===== src/rtl/alu_rr_sched_if.sv =====
// rtl/alu_rr_sched_if.sv - request/response bundle between two clients and the shared-ALU scheduler
interface alu_rr_sched_if;
  logic [1:0] req_valid;
  logic [1:0] req_ready;
  logic [7:0] req_a;
  logic [7:0] req_b;
  logic [5:0] req_sel;
  logic       rsp_valid;
  logic       rsp_ready;
  logic [3:0] rsp_out;
  logic       rsp_ov;
  logic       rsp_id;

  modport master (
    output req_valid, req_a, req_b, req_sel, rsp_ready,
    input  req_ready, rsp_valid, rsp_out, rsp_ov, rsp_id
  );

  modport slave (
    input  req_valid, req_a, req_b, req_sel, rsp_ready,
    output req_ready, rsp_valid, rsp_out, rsp_ov, rsp_id
  );
endinterface


===== src/rtl/alu_rr_sched.sv =====
// rtl/alu_rr_sched.sv - round-robin scheduler sharing one 4-bit ALU between two requesters
module alu (
  input  logic [3:0] a,
  input  logic [3:0] b,
  input  logic [2:0] sel,
  output logic [3:0] out,
  output logic       ov
);
  logic [4:0] r;
  logic [3:0] shl;
  logic [3:0] shr;

  always_comb begin
    shl = a << b[1:0];
    shr = a >> b[1:0];
    r   = 5'd0;
    case (sel)
      3'b000: r = {1'b0, a} + {1'b0, b};
      3'b001: r = {1'b0, a} - {1'b0, b};
      3'b010: r = {1'b0, a & b};
      3'b011: r = {1'b0, a | b};
      3'b100: r = {1'b0, a ^ b};
      3'b101: r = (b[3:2] != 2'b00) ? 5'd0 : {1'b0, shl};
      3'b110: r = (b[3:2] != 2'b00) ? 5'd0 : {1'b0, shr};
      default: r = {1'b0, a[2:0], a[3]};
    endcase
  end

  assign out = r[3:0];
  assign ov  = r[4];
endmodule

module alu_rr_sched #(
  parameter int CNT_W     = 8,
  parameter bit FIRST_PRI = 1'b0
) (
  input  logic             clk,
  input  logic             rst_n,
  alu_rr_sched_if.slave    bus,
  output logic             busy,
  output logic [CNT_W-1:0] ops_done
);
  typedef enum logic [1:0] {IDLE, EXEC, RESP} state_t;

  state_t     state, next;
  logic [1:0] gnt;
  logic       ptr;
  logic [3:0] la, lb;
  logic [2:0] lsel;
  logic       lid;
  logic [3:0] alu_out;
  logic       alu_ov;

  always_ff @(posedge clk or negedge rst_n) begin
    if (!rst_n) state <= IDLE;
    else        state <= next;
  end

  // ptr names the requester that wins when both are valid
  always_comb begin
    next = state;
    gnt  = 2'b00;
    case (state)
      IDLE: begin
        case (bus.req_valid)
          2'b01:   gnt = 2'b01;
          2'b10:   gnt = 2'b10;
          2'b11:   gnt = ptr ? 2'b10 : 2'b01;
          default: gnt = 2'b00;
        endcase
        if (gnt != 2'b00) next = EXEC;
      end
      EXEC:    next = RESP;
      RESP:    if (bus.rsp_ready) next = IDLE;
      default: next = IDLE;
    endcase
  end

  assign bus.req_ready = gnt;
  assign bus.rsp_valid = (state == RESP);
  assign busy          = (state != IDLE);

  alu u_alu (
    .a   (la),
    .b   (lb),
    .sel (lsel),
    .out (alu_out),
    .ov  (alu_ov)
  );

  always_ff @(posedge clk or negedge rst_n) begin
    if (!rst_n) begin
      la          <= 4'd0;
      lb          <= 4'd0;
      lsel        <= 3'd0;
      lid         <= 1'b0;
      bus.rsp_out <= 4'd0;
      bus.rsp_ov  <= 1'b0;
      bus.rsp_id  <= 1'b0;
      ptr         <= FIRST_PRI;
      ops_done    <= '0;
    end else begin
      if (state == IDLE && gnt != 2'b00) begin
        lid  <= gnt[1];
        la   <= gnt[1] ? bus.req_a[7:4]   : bus.req_a[3:0];
        lb   <= gnt[1] ? bus.req_b[7:4]   : bus.req_b[3:0];
        lsel <= gnt[1] ? bus.req_sel[5:3] : bus.req_sel[2:0];
      end
      if (state == EXEC) begin
        bus.rsp_out <= alu_out;
        bus.rsp_ov  <= alu_ov;
        bus.rsp_id  <= lid;
      end
      // last-served requester drops to lowest priority
      if (state == RESP && bus.rsp_ready) begin
        ops_done <= ops_done + 1'b1;
        ptr      <= ~lid;
      end
    end
  end
endmodule


===== src/flat_wrapper.sv =====
// flat-port wrapper written by rule: the top's interface ports become plain ports
module alu_rr_sched_flat 
#(
  parameter int CNT_W     = 8,
  parameter bit FIRST_PRI = 1'b0
)
  (clk, rst_n, busy, ops_done, bus_req_valid, bus_req_a, bus_req_b, bus_req_sel, bus_rsp_ready, bus_req_ready, bus_rsp_valid, bus_rsp_out, bus_rsp_ov, bus_rsp_id);
  alu_rr_sched_if bus_i ();
  input  logic clk;
  input  logic rst_n;
  output logic busy;
  output logic [CNT_W-1:0] ops_done;
  input wire logic [$bits(bus_i.req_valid)-1:0] bus_req_valid;
  input wire logic [$bits(bus_i.req_a)-1:0] bus_req_a;
  input wire logic [$bits(bus_i.req_b)-1:0] bus_req_b;
  input wire logic [$bits(bus_i.req_sel)-1:0] bus_req_sel;
  input wire logic [$bits(bus_i.rsp_ready)-1:0] bus_rsp_ready;
  output wire logic [$bits(bus_i.req_ready)-1:0] bus_req_ready;
  output wire logic [$bits(bus_i.rsp_valid)-1:0] bus_rsp_valid;
  output wire logic [$bits(bus_i.rsp_out)-1:0] bus_rsp_out;
  output wire logic [$bits(bus_i.rsp_ov)-1:0] bus_rsp_ov;
  output wire logic [$bits(bus_i.rsp_id)-1:0] bus_rsp_id;
  assign bus_i.req_valid = bus_req_valid;
  assign bus_i.req_a = bus_req_a;
  assign bus_i.req_b = bus_req_b;
  assign bus_i.req_sel = bus_req_sel;
  assign bus_i.rsp_ready = bus_rsp_ready;
  assign bus_req_ready = bus_i.req_ready;
  assign bus_rsp_valid = bus_i.rsp_valid;
  assign bus_rsp_out = bus_i.rsp_out;
  assign bus_rsp_ov = bus_i.rsp_ov;
  assign bus_rsp_id = bus_i.rsp_id;
  alu_rr_sched #(.CNT_W(CNT_W), .FIRST_PRI(FIRST_PRI)) u_core (.clk(clk), .rst_n(rst_n), .bus(bus_i), .busy(busy), .ops_done(ops_done));
endmodule

===== config.mk =====
export PLATFORM = sky130hd
export DESIGN_NAME = alu_rr_sched_flat
export DESIGN_NICKNAME = d
export VERILOG_FILES = /design/src/rtl/alu_rr_sched_if.sv /design/src/rtl/alu_rr_sched.sv /design/src/flat_wrapper.sv
export SDC_FILE = /design/constraint.sdc
export NUM_CORES = 1
export LEC_CHECK = 0
export ABC_AREA = 1
export CAP_MARGIN = 20
export CORE_MARGIN = 2
export CORE_UTILIZATION = 43
export CTS_BUF_LIST = sky130_fd_sc_hd__clkbuf_2 sky130_fd_sc_hd__clkbuf_4 sky130_fd_sc_hd__clkbuf_8
export CTS_CLUSTER_SIZE = 30
export DETAILED_ROUTE_END_ITERATION = 8
export DONT_BUFFER_PORTS = 1
export PLACE_DENSITY = 0.58
export SLEW_MARGIN = 10
export SYNTH_ARGS = -nofsm -noshare
export SYNTH_HDL_FRONTEND = slang
export SYNTH_SLANG_ARGS = --single-unit

===== constraint.sdc =====
create_clock -name clk -period 5.3 [get_ports clk]
set_clock_uncertainty 0.15 [all_clocks]
set_input_delay 0.53 -clock clk [delete_from_list [all_inputs] [get_ports clk]]
set_output_delay 0.53 -clock clk [all_outputs]
set_load 0.02 [all_outputs]

# Word level (Yosys, flattened, before mapping)
# Cells that the tools add are included.
# word_totals
regBits	29
latch_bits	0
mem_bits_rw	0
mem_bits_ro	0
inputBits	27
output_inout_bits	18
wordCells	54
memories	0
# op_classes
addsub	3
n_mul	0
div	0
order_cmp	0
n_eq_ne	13
shifts	2
n_mux	13
bitwise	4
n_reduce_logical	9
# op_table
operator	count
$pmux W5 S7	1
$mux W4	4
$pmux W2 S3	2
$mux W2	5
$eq A3 B3 Y1 const B	3
$add A8 B1 Y8 const B	1
$reduce_bool A2 Y1	4
$eq A2 B2 Y1 const B	3
$eq A3 B2 Y1 const B	2
$add A4 B4 Y5	1
$sub A4 B4 Y5	1
$and A4 B4 Y4	1
$eq A2 B1 Y1 const B	2
$or A4 B4 Y4	1
$shl A4 B2 Y4	1
$shr A4 B2 Y4	1
$xor A4 B4 Y4	1
$eq A3 B1 Y1 const B	1
$logic_not A3 Y1	1
$mux W3	1
$logic_and A1 B1 Y1	2
$logic_not A2 Y1	1
$ne A2 B1 Y1 const B	1
$ne A2 B2 Y1 const B	1
other kinds (2)	2

# Depth between registers and ports, before layout
# Gate-level depths: netlist of the first run.
# depth
word_depth	6
ltp_mapped	13
ltp_nobuf	13

# By module
# From an unflattened synthesis of the first run, not the netlist that was laid out.
# hier_totals
hier_cells	292
area_unflattened_um2	2247.2
# by_module_without_submodules
module	n_inst	cells_each	area_each_um2	seq_area_each_um2
alu_rr_sched	1	161	1514.0	725.7
alu	1	131	733.2	0.0

# Worst setup path after synthesis of the first run
# No wires, ideal clock.
# synth_timing
kind	register to register
startpoint	reg u_core.lsel[2]
endpoint	reg u_core.bus.rsp_out[2]
setup_ps	116
arrival_ps	1965
t_required_ps	5034
path_slack_ps	3068
stages_incl_launch_ff	14
n_path_buf	1
period_less_slack_ps	2232
cell_sequence	dfrtp_1 buf_4 inv_1 nand3_1 nor2_1 a21oi_1 fa_1 or2_2 nand3_1 nand3_1 nor2_1 nand2_1 nand2_1 nand2_1
# synth_via
elab_chain_cells	2
elab_cells_between_ends	8
cone_classes	6 x eq/ne; 1 x mux; 1 x reduce/logical
# synth_lines
item	line	rtl
start, declared	alu_rr_sched.sv:49	logic [2:0] lsel;
start signal, assigned	alu_rr_sched.sv:107	lsel <= gnt[1] ? bus.req_sel[5:3] : bus.req_sel[2:0];
$eq A3 B3 Y1 (tied with other cells)	alu_rr_sched.sv:17	case (sel)
$pmux W5 S7 (*)	alu_rr_sched.sv:17	
end signal, assigned	alu_rr_sched.sv:110	bus.rsp_out <= alu_out;
end, declared	alu_rr_sched_if.sv:21	output req_ready, rsp_valid, rsp_out, rsp_ov, rsp_id
# Mark *: on every way between the ends. The rest lies on a longest branch, timed or not.
# A chain may end at the register's enable or synchronous reset.

# Worst setup path in the final report of the first run
# layout_timing
startpoint	reg u_core.lb[1]
endpoint	reg u_core.bus.rsp_out[2]
# layout_via
elab_chain_cells	3
elab_cells_between_ends	7
cone_classes	2 x add/sub; 2 x shift; 3 x mux
# layout_lines
item	line	rtl
start, declared	alu_rr_sched.sv:48	logic [3:0] la, lb;
start signal, assigned	alu_rr_sched.sv:106	lb <= gnt[1] ? bus.req_b[7:4] : bus.req_b[3:0];
branches (longest 2 deep; another with $sub A4 B4 Y5)	n/a	
$pmux W5 S7 (*)	alu_rr_sched.sv:17	
# Every way passes the cells marked *.

==> results.txt, run 1 <==
Initial core utilization: 44.8%
Number of endpoints failing setup at the final stage: 0
Pin slew with the least headroom to its limit: 0.699 ns
Crit. End Element: flip-flop
Worst reg-to-reg setup slack: 2.78 ns
Average wire per cell in the routed design: 14.7 um
Part of the power in the clock network: 15.6%
Largest fanout on the critical path: 8
Fraction of power consumed by combinational cells: 52.4%
Slew Limit Headroom: 53.4%
Arr. time, crit path: 2.55 ns
Core area: 4380 um2
Number of cells on the worst reg-to-reg path: 11
Critical Path Source: u_core.lb[1]
Detail-routed via count per cell: 5.31
Number of placement rows: 24
Hold path startpoint: bus_rsp_ready
Peak supply drop: 0.000303 V
CTS tree: done
Floorplan die width: 71.6 um
Most frequent cell on the critical path: nand2_1
Hold slack final: 0.219 ns
Antenna diode count: 0
Count of buffers from port buffering: 0
Count of boundary I/O pins: 45
Final period demand of the worst path: 2.52 ns
CTS Buf Count: 5
CTS root buf: clkbuf_8
Number of gates resized after cts: 0
Net Sw Power: 782 uW
Yosys Warn Count: 0
Count of state elements after synthesis: 29
Endpoint of the worst register-to-register path: u_core.bus.rsp_out[2]
Final hold vios: 0
Largest net degree at the start of global routing: 30
Wire length of the first global-routing pass: 7700 um
Number of unique standard cell types used by synthesis: 28
First-pass detailed-route iteration total: 5
Number of slew-limit violations in the final report: 0
Post-detailed-route DRC marker count: 0
Routability congestion estimate from global placement: 0.879
Clock-pin slew reported for the worst setup and hold paths after clock tree synthesis: 0.07 ns
Final WL: 4580 um
Total number of vias: 1,657
Category of cells accounting for the largest share of critical-path delay: adder cells
Die H: 71.6 um
CP cell instances: inv_1, ha_1, a21oi_1, fa_1, or2_2, nand3_1, nand3_1, nor2_1, nand2_1, nand2_1, nand2_1
Overflow left after global routing: 0
First DRT Iteration DRCs: 101
Number of maximum-capacitance constraint violations: 0
Outcome: finished clean
Total Die Area: 5130 um2
Number of nets in the layout: 302
Fmax: 397 MHz
Hold worst-path end: u_core.state[1]
Synthesized netlist cell count: 256
Classification of the worst-slack hold path: input pin to flip-flop
Share of post-route cells with drive strength above 1: 11.2%
Cell leakage power: 1.09 nW
Critical path depth: 11
Critical-path cell with the highest stage delay: dfrtp_1
Remaining antenna violation count: 0
RSZ-0062 raised after global routing: no
Synth Cell Area: 1970 um2
Final setup TNS: 0 ns
GRT Total Usage: 19.7%
R2r startpoint: u_core.lb[1]
Post-Synthesis Net Count: 299
Vias in the first global route: 1,543
Critical Path Start Type: flip-flop
Buffering stage count on the worst path with inverters included: 1
Stage delay of the slowest cell on the critical path: 0.52 ns
H-Tree Depth: 2
Total Power Consumption: 1.56 mW
Top area cells in the synthesized netlist: dfrtp_1 (37%), nand2_1 (11%), ha_1 (9.5%)
Switching portion of total power: 50.0%
DP Wirelength: 3520 um
Post-synth top area share: 36.9%
Most instantiated flip-flop cell in the synthesis netlist: dfrtp_1
Clk_lat worst skew: 0.28 ns
Antenna violations before repair: 0
Most frequent cells in the layout: nand2_1 (60), dfrtp_1 (29), inv_1 (27)
Worst Setup Path Type: flip-flop to flip-flop
Hold depth: 1
P_int: 782 uW
Number of synthesized flops with an enable pin: 0
Share of the clock period used by the worst path after layout: 47.6%
Bufs on Longest Clock Path: 2
Mean post-synth cell area: 7.68 um2
Synth-to-Final Area Change: 9.17%
Share of the yosys chip area belonging to registers: 36.9%
Most area-hungry cell type in the Yosys netlist: dfrtp_1
Power per cell area: 729 nW/um2
Most common library cell in the layout ignoring fill and taps: nand2_1
Reg power frac: 32.0%
Number of clock sinks: 29
Worst EP required: 5.33 ns
Share of async-settable or async-resettable flops after synthesis: 100%
==> synth_stat cells (2+ instances only) <==
cell type and number:
nand2_1 60, dfrtp_1 29, inv_1 27, a21oi_1 22, nor2_1 22, nand3_1 20
ha_1 15, o22ai_1 11, o21ai_0 8, inv_2 6, xnor2_1 6, buf_2 4
nand4_1 3, nor2_2 3, xor2_1 3, buf_4 2, nand2_2 2, nand3_2 2
o31ai_1 2
==> registers in the layout, summed over array words and instances (netlist names) <==
signal	count
u_core.state	2
u_core.la	4
u_core.bus.rsp_out	4
u_core.lsel	3
u_core.bus.rsp_ov	1
u_core.lb	4
u_core.ops_done	8
u_core.ptr	1
u_core.lid	1
u_core.bus.rsp_id	1
==> power by group through the flow <==
stage	combinational, mW	sequential (mW)	clock [mW]
6_report	0.820	0.500	0.244
5_1_grt	0.957	0.518	0.262
4_1_cts	0.822	0.500	0.251
3_5_place_dp	0.810	0.503	0
3_3_place_gp	0.814	0.500	0
2_1_floorplan	0.680	0.459	0
==> logic make-up (layout without fill, tap and decap cells) <==
group | Yosys count | in the layout | synth area share, %
AO/OA/AOI/OAI | 45 | 45 | 12.8
XOR/XNOR | 9 | 9 | 4.01
adder cells (fa/ha/maj) | 16 | 16 | 10.6
buffers and inverters | 39 | 43 | 8.08
flip-flops | 29 | 29 | 36.9
multiplexers | 1 | 1 | 0.573
AND/OR/NAND/NOR | 117 | 117 | 27.1
==> how the worst max path moves through the flow <==
stage / to / slack (ns)
3_3_place_gp: u_core.bus.rsp_out[2] / 2.92
4_1_cts: u_core.bus.rsp_out[2] / 2.82
2_1_floorplan: u_core.bus.rsp_out[2] / 3.07
5_1_grt: u_core.bus.rsp_out[2] / 2.61
3_5_place_dp: u_core.bus.rsp_out[2] / 2.83
6_report: u_core.bus.rsp_out[2] / 2.78
==> metrics by stage <==
stage / std cells / worst slack (ns) / util (%) / area (um2)
2_1_floorplan: 256 / 3.07 / - / 1970
3_3_place_gp: 302 / 2.92 / 45.5 / 2000
3_5_place_dp: 302 / 2.83 / 45.5 / 2000
4_1_cts: 312 / 2.82 / 48.9 / 2150
5_1_grt: 312 / 2.61 / 48.9 / 2150
6_report: 312 / 2.78 / 48.9 / 2150
==> final cells by class <==
type / count / area, um2
inverter: 33 / 124
tap: 52 / 65.1
clock inverter: 1 / 30.0
multi-input combinational: 188 / 1080
clock buffer: 7 / 90.1
timing repair buffer: 2 / 30.0
sequential: 29 / 726
fill: 417 / 2240
==> per-layer routing <==
layer  part of all wire, %  track usage, %  wire length (um)  vias to the layer above
li1                      -               -                 -                      840
met1                    48            27.4              2180                      744
met2                    43            28.4              1960                       61
met3                   6.9            5.77               314                       12
met4                   2.6            8.81               117                        0
met5                     0               0                 0                        -
==> what timing repair did <==
item                                   in CTS  in global routing
endpoints found under the hold margin      29                  0
setup buffers                               0                  0
hold buffers                                2                  0
(Power assumes the default switching activity.)
==> inputs of run 2 (changes only) <==
- PLACE_DENSITY: 0.58 -> 0.6
- clock period: 5.3 -> 2.16 ns (I/O delays scaled with it)
==> results.txt, run 2 (synthesized netlist as in run 1, its figures left out) <==
Crit. End Element: flip-flop
Average wire per cell in the routed design: 14.8 um
Final hold vios: 0
Register bank with the most flops: u_core.ops_done
H-Tree Depth: 2
Most common library cell in the layout ignoring fill and taps: nand2_1
Critical-path cell with the highest stage delay: dfrtp_2
Clock-pin slew reported for the worst setup and hold paths after clock tree synthesis: 0.07 ns
Most frequent cell on the critical path: nand2_1
Critical Path Start Type: flip-flop
Share of post-route cells with drive strength above 1: 20.7%
Synth-to-Final Area Change: 28.5%
Final worst-path setup slack: 0.0518 ns
CP cell instances: inv_2, ha_4, inv_2, nand2_1, xor2_1, ha_1, or2_4, nand3_1, nand3_1, nor2_1, nand2_1, nand2_1, nand2_1
Total number of vias: 1,866
Peak supply drop: 0.000959 V
Power per cell area: 1700 nW/um2
CTS tree: done
Switching portion of total power: 50.1%
Fmax: 474 MHz
Classification of the worst-slack hold path: input pin to flip-flop
Share of the clock period used by the worst path after layout: 97.6%
Number of endpoints failing setup at the final stage: 0
Fraction of power consumed by combinational cells: 63.4%
Routability congestion estimate from global placement: 0.863
P_int: 2.15 mW
Final period demand of the worst path: 2.11 ns
Core area: 4380 um2
Vias in the first global route: 1,770
Post-detailed-route DRC marker count: 0
Antenna violations before repair: 0
Number of placement rows: 24
Final setup TNS: 0 ns
Number of nets in the layout: 341
Worst EP required: 2.18 ns
Arr. time, crit path: 2.13 ns
Floorplan die width: 71.6 um
Final WL: 5200 um
Worst slack, placed: 0.0576 ns
Initial core utilization: 44.8%
Slew Limit Headroom: 61.2%
DP Wirelength: 3670 um
Net Sw Power: 2.15 mW
GRT Total Usage: 21.5%
End-of-flow core utilization: 57.6%
Remaining antenna violation count: 0
Antenna diode count: 0
Stage delay of the slowest cell on the critical path: 0.37 ns
RSZ-0062 raised after global routing: yes
Wire length of the first global-routing pass: 8560 um
Total Die Area: 5130 um2
Largest net degree at the start of global routing: 30
Category of cells accounting for the largest share of critical-path delay: simple AND/OR/NAND/NOR gates
Outcome: finished clean
Total Power Consumption: 4.30 mW
Die H: 71.6 um
First-pass detailed-route iteration total: 4
Largest fanout on the critical path: 4
Count of boundary I/O pins: 45
Pin slew with the least headroom to its limit: 0.581 ns
Bufs on Longest Clock Path: 2
Number of maximum-capacitance constraint violations: 0
Overflow left after global routing: 0
Reg power frac: 26.5%
Count of buffers from port buffering: 0
Worst Setup Path Type: flip-flop to flip-flop
Number of slew-limit violations in the final report: 0
Clk_lat worst skew: 0.27 ns
Detail-routed via count per cell: 5.32
Number of clock sinks: 29
Most frequent cells in the layout: nand2_1 (60), dfrtp_1 (27), inv_1 (23)
CTS root buf: clkbuf_8
First DRT Iteration DRCs: 112
Buffering stage count on the worst path with inverters included: 2
Number of flip-flops under the largest register name: 8
CTS Buf Count: 5
Cell leakage power: 1.25 nW
Part of the power in the clock network: 10.1%
## run 2: cell types whose count changed in the layout (fill, tap and decap cells not counted), sizes merged
cell / before / now
buf: 1 / 19
bufinv: 1 / 0
clkbuf: 7 / 5
clkinv: 0 / 2
clkinvlp: 0 / 1
dlygate4sd3: 1 / 22
## run 2: what timing repair did
| item | 4_1_cts | 5_1_grt |
|---|---|---|
| setup endpoints to repair | 0 | 4 |
| buffers inserted | 0 | 6 |
| hold buffers | 23 | 0 |
| gates resized for setup | 0 | 15 |
| hold endpoints to repair | 40 | 0 |
## run 2: layout make-up
cell class | count | area, um2
Clock buffer | 5 | 68.8
Clock inverter | 3 | 17.5
Fill cell | 414 | 1860
Inverter | 33 | 124
Multi-Input combinational cell | 188 | 1150
Sequential cell | 29 | 728
Tap cell | 52 | 65.1
Timing Repair Buffer | 41 | 375
## run 2: power by group through the flow
stage	Combinational [mW]	Clock (mW)	Sequential [mW]
after floorplan	1.68	0	1.13
after global placement	2.25	0	1.14
after detailed placement	2.28	0	1.14
after CTS	2.33	0.452	1.13
after global routing	3.08	0.478	1.17
final	2.73	0.434	1.14
## run 2: worst paths after layout
check / from / end / cells after the start / slack (ns)
worst min-delay path: bus_req_b[7] / u_core.lb[3] / 2 / 0.01
worst max-delay path: u_core.lb[1] / u_core.bus.rsp_out[2] / 13 / 0.05
max in group asynchronous: rst_n / u_core.lb[1] / 2 / 1.45
worst min register to register: u_core.lid / u_core.ptr / 1 / 0.36
worst max register to register: u_core.lb[1] / u_core.bus.rsp_out[2] / 13 / 0.05
min in group asynchronous: rst_n / u_core.lb[2] / 2 / 0.24
## run 2: routing by layer
metal,track usage [%],wire (um)
met1,29.8,2330
met2,34.7,2560
met5,0,0
met3,4.08,253
met4,5.87,57
## run 2: metrics by stage
step	cells	hold WS [ns]	cell area [um2]
after global placement	314	-0.229	2090
after global routing	351	0.0141	2530
after detailed placement	314	-0.229	2090
final	351	0.0107	2530
after CTS	345	0.00546	2420
after floorplan	256	-0.230	1970
==> inputs of run 3 (changes only) <==
--- a/constraint.sdc
+++ b/constraint.sdc
@@ -3,3 +3,3 @@
 set_input_delay 0.216 -clock clk [delete_from_list [all_inputs] [get_ports clk]]
 set_output_delay 0.216 -clock clk [all_outputs]
-set_load 0.02 [all_outputs]
+set_load 0.05 [all_outputs]
==> results.txt, run 3 (synthesized netlist as in run 1, its figures left out) <==
Outcome: finished clean
Number of nets in the layout: 342
Hold slack final: 0.00199 ns
Number of endpoints failing setup at the final stage: 0
Fmax: 480 MHz
Worst EP required: 2.19 ns
Pin slew with the least headroom to its limit: 0.528 ns
Overflow left after global routing: 0
Wire length of the first global-routing pass: 8420 um
Slew Limit Headroom: 64.8%
Fillcell total: 401
Clock-pin slew reported for the worst setup and hold paths after clock tree synthesis: 0.07 ns
R2r startpoint: u_core.lb[1]
Final setup TNS: 0 ns
Number of maximum-capacitance constraint violations: 0
Routability congestion estimate from global placement: 0.894
Count of boundary I/O pins: 45
Register bank with the most flops: u_core.ops_done
Most common library cell in the layout ignoring fill and taps: nand2_1
Count of buffers from port buffering: 0
Floorplan die width: 71.6 um
Average wire per cell in the routed design: 14.5 um
Final period demand of the worst path: 2.08 ns
Total Power Consumption: 4.71 mW
Number of clock sinks: 29
DP Wirelength: 3710 um
GRT Total Usage: 21.3%
Final worst-path setup slack: 0.0764 ns
Antenna violations before repair: 0
Worst reg-to-reg setup slack: 0.08 ns
Core area: 4380 um2
Antenna diode count: 0
Hold worst-path end: u_core.ops_done[2]
Power per cell area: 1840 nW/um2
Arr. time, crit path: 2.11 ns
CTS root buf: clkbuf_8
Most frequent cells in the layout: nand2_1 (57), dfrtp_1 (27), inv_1 (23)
Largest net degree at the start of global routing: 30
Number of flip-flops under the largest register name: 8
Total Die Area: 5130 um2
Crit. End Element: flip-flop
Final hold vios: 0
Hold path startpoint: bus_rsp_ready
Post-detailed-route DRC marker count: 0
RSZ-0062 raised after global routing: yes
First-pass detailed-route iteration total: 4
Hold depth: 2
Largest fanout on the critical path: 4
Die H: 71.6 um
Endpoint of the worst register-to-register path: u_core.bus.rsp_out[2]
Detail-routed via count per cell: 5.30
Worst slack, placed: 0.0650 ns
Total number of vias: 1,867
Share of the clock period used by the worst path after layout: 96.5%
Remaining antenna violation count: 0
Critical Path Start Type: flip-flop
Initial core utilization: 44.8%
Vias in the first global route: 1,782
Cell leakage power: 1.28 nW
H-Tree Depth: 2
CTS tree: done
Number of cells on the worst reg-to-reg path: 13
Peak supply drop: 0.00108 V
CTS Buf Count: 5
Number of slew-limit violations in the final report: 0
Share of post-route cells with drive strength above 1: 22.0%
Final WL: 5110 um
Worst Setup Path Type: flip-flop to flip-flop
Number of placement rows: 24
Clk_lat worst skew: 0.28 ns
Synth-to-Final Area Change: 30.4%
Bufs on Longest Clock Path: 2
First DRT Iteration DRCs: 119
Classification of the worst-slack hold path: input pin to flip-flop
-- run 3: cell count changes in the layout (fill, tap and decap cells not counted), sizes merged --
cell / before / now
buf: 19 / 22
bufinv: 0 / 2
dlygate4sd3: 22 / 20
clkinv: 2 / 1
clkinvlp: 1 / 0
-- run 3: report_power, final --
group          internal [mW]  leakage [nW]  total, mW  switching, mW
combinational           1.08         0.852       2.85           1.77
sequential             0.784         0.359       1.18          0.394
clock                  0.458        0.0681      0.680          0.222
total                   2.32          1.28       4.71           2.39
-- run 3: what timing repair did --
action,CTS,global route
gates resized for setup,0,14
buffers inserted,0,1
hold buffers,21,0
endpoints found under the setup margin,0,4
hold endpoints to repair,39,0
-- run 3: through the flow --
step	cells	cell area [um2]	util, %
global placement	322	2150	49.1
floorplan	256	1970	-
detailed placement	322	2150	49.1
global route	352	2560	58.4
finish	352	2560	58.4
CTS	351	2510	57.2
-- run 3: worst max-delay path, stage by stage, from the launching register on --
cell and delay, ns:
dfrtp_2 0.40, inv_2 0.08, ha_4 0.13, inv_2 0.04
nand2_2 0.06, xor2_1 0.19, ha_1 0.31, or2_4 0.24
nand3_1 0.06, nand3_1 0.07, nor2_1 0.10, nand2_1 0.05
nand2_1 0.05, nand2_1 0.05
-- run 3: routing by layer --
layer | up-vias | track usage, % | part of all wire [%]
li1 | 931 | - | -
met4 | 0 | 5.03 | 1.1
met3 | 6 | 4.78 | 5.3
met5 | - | 0 | 0
met1 | 879 | 28.3 | 44
met2 | 51 | 35.6 | 49
-- run 3: layout make-up --
class	count	area [um2]	area share, %
Tap cell	52	65.1	2.54
Clock buffer	5	68.8	2.69
Sequential cell	29	728	28.4
Timing Repair Buffer	42	378	14.7
Inverter	33	124	4.83
Multi-Input combinational cell	188	1130	44.2
Clock inverter	3	65.1	2.54
-- run 3: worst max path at each step --
stage | startpoint | cells after the start | end
finish | u_core.lb[1] | 13 | u_core.bus.rsp_out[2]
global route | u_core.lb[1] | 13 | u_core.bus.rsp_out[2]
CTS | u_core.lb[0] | 9 | u_core.bus.rsp_ov
detailed placement | u_core.lb[0] | 11 | u_core.bus.rsp_out[2]
global placement | u_core.lb[1] | 11 | u_core.bus.rsp_out[2]
floorplan | u_core.lsel[2] | 13 | u_core.bus.rsp_out[2]
